[config.mk]
export PLATFORM = sky130hd
export DESIGN_NAME = serial_alu_seq
export DESIGN_NICKNAME = d
export VERILOG_FILES = /design/src/rtl/serial_alu_seq.sv
export SDC_FILE = /design/constraint.sdc
export NUM_CORES = 1
export LEC_CHECK = 0
export ABC_AREA = 1
export BUFFER_PORTS_ARGS = -buffer_cell sky130_fd_sc_hd__buf_2
export CORE_MARGIN = 2
export CORE_UTILIZATION = 40
export CTS_CLUSTER_SIZE = 14
export DETAILED_ROUTE_END_ITERATION = 10
export PLACE_DENSITY = 0.76
export SETUP_SLACK_MARGIN = 0.3
export SLEW_MARGIN = 20
export SYNTH_ARGS = -nofsm -noshare
export SYNTH_HDL_FRONTEND = slang
export SYNTH_SLANG_ARGS = --single-unit
[constraint.sdc]
create_clock -name clk -period 1.3 [get_ports clk]
set_clock_uncertainty 0.2 [all_clocks]
set_input_delay 0.13 -clock clk [delete_from_list [all_inputs] [get_ports clk]]
set_output_delay 0.13 -clock clk [all_outputs]
set_load 0.05 [all_outputs]
[src/rtl/serial_alu_seq.sv]
// serial_alu_seq: bit-serial initiator for a combinational 1-bit ALU slice.
// Operands are streamed LSB first, one bit per clock. The slice carry/borrow
// output is fed back into its carry input, and the WIDTH-bit result is
// assembled from the slice result bits.
// Optional feature: define SERIAL_ALU_OVF_EN to add overflow_o
// (two's-complement overflow on ADD).
//
// Handshake: start_i is sampled only in IDLE or DONE. An accepted start makes
// busy_o go high for exactly WIDTH cycles, followed by a one-cycle done_o
// pulse. start_i during RUN is ignored and is not queued.
// state_o exposes the FSM state (IDLE=0, RUN=1, DONE=2) for debug.
module serial_alu_seq #(
  parameter int WIDTH = 8,
  parameter int CW    = 4
) (
  input  logic             clk,
  input  logic             rst,
  input  logic             start_i,
  input  logic [1:0]       op_i,
  input  logic [WIDTH-1:0] opa_i,
  input  logic [WIDTH-1:0] opb_i,
  output logic             a_o,
  output logic             b_o,
  output logic             c_o,
  output logic [1:0]       aluctr_o,
  input  logic             d_i,
  input  logic             e_i,
  output logic [WIDTH-1:0] result_o,
  output logic             carry_o,
`ifdef SERIAL_ALU_OVF_EN
  output logic             overflow_o,
`endif
  output logic             busy_o,
  output logic             done_o,
  output logic [1:0]       state_o
);

  typedef enum logic [1:0] {
    IDLE = 2'd0,
    RUN  = 2'd1,
    DONE = 2'd2
  } state_t;

  localparam logic [1:0]    OP_ADD = 2'b00;
  localparam logic [1:0]    OP_CMP = 2'b10;
  localparam logic [CW-1:0] LAST   = CW'(WIDTH - 1);

  state_t           state, state_nxt;
  logic [CW-1:0]    cnt;
  logic [WIDTH-1:0] a_sh, b_sh;
  logic [WIDTH-2:0] res_sh;     // result bits collected so far, MSB-aligned
  logic [WIDTH-1:0] res_next;   // result shift register after this edge
  logic             carry_q;
  logic [1:0]       op_q;
  logic [WIDTH-1:0] result_q;
  logic             carry_out_q;
  logic             is_arith;
  logic             accept;
  logic             last_bit;

  assign is_arith = (op_q == OP_ADD) || (op_q == OP_CMP);
  assign accept   = start_i && ((state == IDLE) || (state == DONE));
  assign last_bit = (state == RUN) && (cnt == LAST);
  assign res_next = {d_i, res_sh};

  // State register.
  always_ff @(posedge clk or posedge rst) begin
    if (rst) state <= IDLE;
    else     state <= state_nxt;
  end

  // Next-state logic: IDLE/DONE accept a start, RUN ends after the last bit.
  always_comb begin
    state_nxt = state;
    case (state)
      IDLE:    state_nxt = start_i ? RUN : IDLE;
      RUN:     state_nxt = (cnt == LAST) ? DONE : RUN;
      DONE:    state_nxt = start_i ? RUN : IDLE;
      default: state_nxt = IDLE;
    endcase
  end

  // Datapath: latch operands on accept, shift one bit per RUN cycle,
  // publish the result and flags at the final RUN edge.
  always_ff @(posedge clk or posedge rst) begin
    if (rst) begin
      cnt         <= '0;
      a_sh        <= '0;
      b_sh        <= '0;
      res_sh      <= '0;
      carry_q     <= 1'b0;
      op_q        <= 2'b00;
      result_q    <= '0;
      carry_out_q <= 1'b0;
    end else if (accept) begin
      cnt     <= '0;
      a_sh    <= opa_i;
      b_sh    <= opb_i;
      res_sh  <= '0;
      carry_q <= 1'b0;
      op_q    <= op_i;
    end else if (state == RUN) begin
      cnt     <= cnt + CW'(1);
      a_sh    <= {1'b0, a_sh[WIDTH-1:1]};
      b_sh    <= {1'b0, b_sh[WIDTH-1:1]};
      res_sh  <= res_next[WIDTH-1:1];
      carry_q <= e_i;
      if (last_bit) begin
        // CMP only produces a flag; its result word is defined as zero.
        result_q    <= (op_q == OP_CMP) ? '0 : res_next;
        carry_out_q <= is_arith ? e_i : 1'b0;
      end
    end
  end

`ifdef SERIAL_ALU_OVF_EN
  logic ovf_q;

  // Overflow: carry into the MSB (current carry_q) differs from carry out.
  always_ff @(posedge clk or posedge rst) begin
    if (rst)           ovf_q <= 1'b0;
    else if (last_bit) ovf_q <= (op_q == OP_ADD) ? (carry_q ^ e_i) : 1'b0;
  end

  assign overflow_o = ovf_q;
`endif

  assign a_o      = (state == RUN) ? a_sh[0] : 1'b0;
  assign b_o      = (state == RUN) ? b_sh[0] : 1'b0;
  assign c_o      = (state == RUN) && is_arith ? carry_q : 1'b0;
  assign aluctr_o = op_q;
  assign result_o = result_q;
  assign carry_o  = carry_out_q;
  assign busy_o   = (state == RUN);
  assign done_o   = (state == DONE);
  assign state_o  = state;

endmodule

==> flow_summary.json <==
{
  "drive_gt1_frac": 0.405,
  "fin_ws_ns": -0.311,
  "clkSlewWorstSetupHoldPaths_ns": 0.08,
  "r2r_setup_slack_ns": -0.25,
  "grt_antenna_before_repair": 0,
  "multi_input_area_sq_um": 785,
  "fin_setup_tns_ns": -9.19,
  "rr_endpoint": "cnt[3]$_DFFE_PP0P_",
  "yosysSeqAreaShare": 0.550,
  "detail-route-antenna-nets": 0,
  "syn_inst": 225,
  "first_pass_iters": 4,
  "row_count": 24,
  "cts_sinks": 41,
  "hold_depth": 5,
  "arrival_ns": 1.28,
  "cts_buffer_depth": 2,
  "drc": 0,
  "grt_pass1_vias": 1717,
  "syn-num-nets": 249,
  "drt-initial-drc-count": 111,
  "hold_path.class": "primary input to flop",
  "final_cell_count_no_fill": 383,
  "yosys-top-cells-count": "nand2_1, dfrtp_1, inv_1, nor2_1, o21ai_1",
  "gp_congestion": 0.801,
  "cts_tree": "yes",
  "whs_ns": -0.0422,
  "worst-setup-path-type": "flop to output port",
  "worstSkewPairLatency_ns": 0.29,
  "status": "finished, violations left",
  "grt_util_all_layers": 0.195,
  "finalPower_uw": 8050,
  "dp_cells": 328,
  "post-route-period-util": 1.24,
  "hold_viol_final": 1,
  "routed_via_density": 4.66,
  "die_y_um": 72.3,
  "die-area_sq_um": 5230,
  "vdd_drop_max_mv": 1.17,
  "r2r.worst_path.cells": 9,
  "ys_seq_elements": 41,
  "tightestPinTransition_ns": 0.256,
  "critPathLaunchType": "flop",
  "grt_pass1_wl_um": 7850,
  "p_per_area_nw_per_um2": 2650,
  "grt_max_degree": 42,
  "rsz0062_at_grt": "yes",
  "preCtsSetupSlack_ns": -0.168,
  "synth_top_area_cell": "dfrtp_1",
  "synthArstFlopShare": 1.00,
  "fillCellCount": 306,
  "synth-edff-count": 0,
  "cap_violations": 0,
  "synth_area_per_cell_sq_um": 8.30,
  "syn_to_final_growth_pct": 62.7,
  "die_w_um": 72.3,
  "yosysMostFrequentCell": "nand2_1",
  "cp_max_fo": 3,
  "hold_buffers": 20,
  "fin_nets": 354,
  "cp.required_ns": 0.97,
  "relSlewSlack": 0.829,
  "yosysUniqueCellTypes": 20,
  "post-dp-hpwl_um": 2650,
  "antenna_cells": 0,
  "syn_area_sq_um": 1870,
  "yosys.area.top_type_share": 0.550,
  "ios": 41,
  "core-area_sq_um": 4410,
  "holdCritStartpoint": "opb_i[1]",
  "synth_ff_type": "dfrtp_1",
  "setup_viol": 48,
  "rr_startpoint": "state_o[1]$_DFF_PP0_",
  "htreeDepth": 2,
  "min_to": "b_sh[1]$_DFFE_PP0P_",
  "synth_top_cells_by_area": "dfrtp_1, nand2_1, inv_1",
  "failed_checks": "hold timing, setup timing",
  "wl_um": 5150,
  "numCtsBuffers": 5,
  "end_kind": "output port",
  "timing_max_transition_violations_final": 0,
  "register_area_sq_um": 1030,
  "p_leak_uw": 0.00162,
  "fmax_ghz": 0.621,
  "vias": 1786,
  "initial_utilization": 0.423,
  "cts-root-buf": "clkbuf_8",
  "fin_crit_ns": 1.61,
  "route.detailed.wl_per_inst_um": 13.4,
  "synth_warnings": 0,
  "grt_overflow_total": 0,
  "portBuffers": 40
}
-- sequential cells by signal (all words and copies together), names as in the netlist --
signal and flops:
result_o 8, state_o 2, a_sh 8, res_sh 7, carry_q 1, aluctr_o 2
cnt 4, carry_o 1, b_sh 8
-- routing by layer --
layer,part of all wire,track usage,up-vias
met5,0,0,-
met4,0.021,0.0566,0
met3,0.051,0.0403,10
met2,0.50,0.330,57
met1,0.42,0.253,830
li1,-,-,889
-- how the worst max path moves through the flow --
stage / start / endpoint / slack [ns]
floorplan: state_o[1]$_DFF_PP0_ / c_o / -0.18
global placement: cnt[0]$_DFFE_PP0P_ / result_o[6]$_DFFE_PP0P_ / -0.1
detailed placement: cnt[0]$_DFFE_PP0P_ / result_o[6]$_DFFE_PP0P_ / -0.17
CTS: state_o[1]$_DFF_PP0_ / c_o / -0.30
global route: state_o[1]$_DFF_PP0_ / c_o / -0.35
finish: state_o[1]$_DFF_PP0_ / c_o / -0.31
-- cells by family (layout without fill, tap and decap cells) --
kind of cell,count (synthesis),after routing,share of synthesized area
AO/OA/AOI/OAI,17,17,0.0496
flip-flops,41,41,0.550
AND/OR/NAND/NOR,133,134,0.290
buffers and inverters,33,138,0.104
adder cells (fa/ha/maj),1,1,0.00670
-- cell usage in the layout, fill, tap and decap left out, types with 2 or more instances in the layout --
cell type      instances
inv_4                  2
nand3_1                3
inv_12                 2
dfrtp_1               38
clkinvlp_4             2
buf_4                 35
o21ai_1               11
o21ai_2                5
nor2_1                 4
buf_6                 19
dfrtp_2                2
buf_8                  3
buf_2                 22
nand2_4                4
clkinv_8               2
inv_1                 20
nor2_4                 4
nand2_1              100
clkbuf_8               6
dlygate4sd3_1         20
nand2_8                3
nand2_2               14
-- worst max-delay path, stage by stage, from the launching register on --
cell and delay (ns):
dfrtp_2 0.43, inv_4 0.09, nand2_8 0.05, buf_4 0.13, nor3_4 0.11, buf_6 0.18
-- where the power goes --
group	leakage, uW	switching, uW	internal (uW)	total (uW)
Sequential	0.000514	404	1860	2260
Clock	0.0000574	455	624	1080
Combinational	0.00104	2760	1940	4710
Total	0.00162	3620	4430	8050
-- stage by stage --
stage	cell area [sq um]	util
2_1_floorplan	1930	-
3_3_place_gp	2240	0.508
3_5_place_dp	2240	0.508
4_1_cts	2890	0.655
5_1_grt	3040	0.688
6_report	3040	0.688
-- final cells by class --
type	count	share of cell area
timing repair buffer	100	0.280
sequential	41	0.340
tap	52	0.0214
multi-input combinational	152	0.258
clock inverter	2	0.0124
clock buffer	6	0.0272
timing repair inverter	3	0.0119
inverter	27	0.0486
-- repair_timing --
action | in CTS | in global routing
setup endpoints to repair | 59 | 59
cloned | 3 | 1
pin swaps | 4 | 9
gates resized for setup | 65 | 20
endpoints found under the hold margin | 63 | 1
buffers inserted | 13 | 10
No activity file was read; power rests on OpenSTA's default activity.
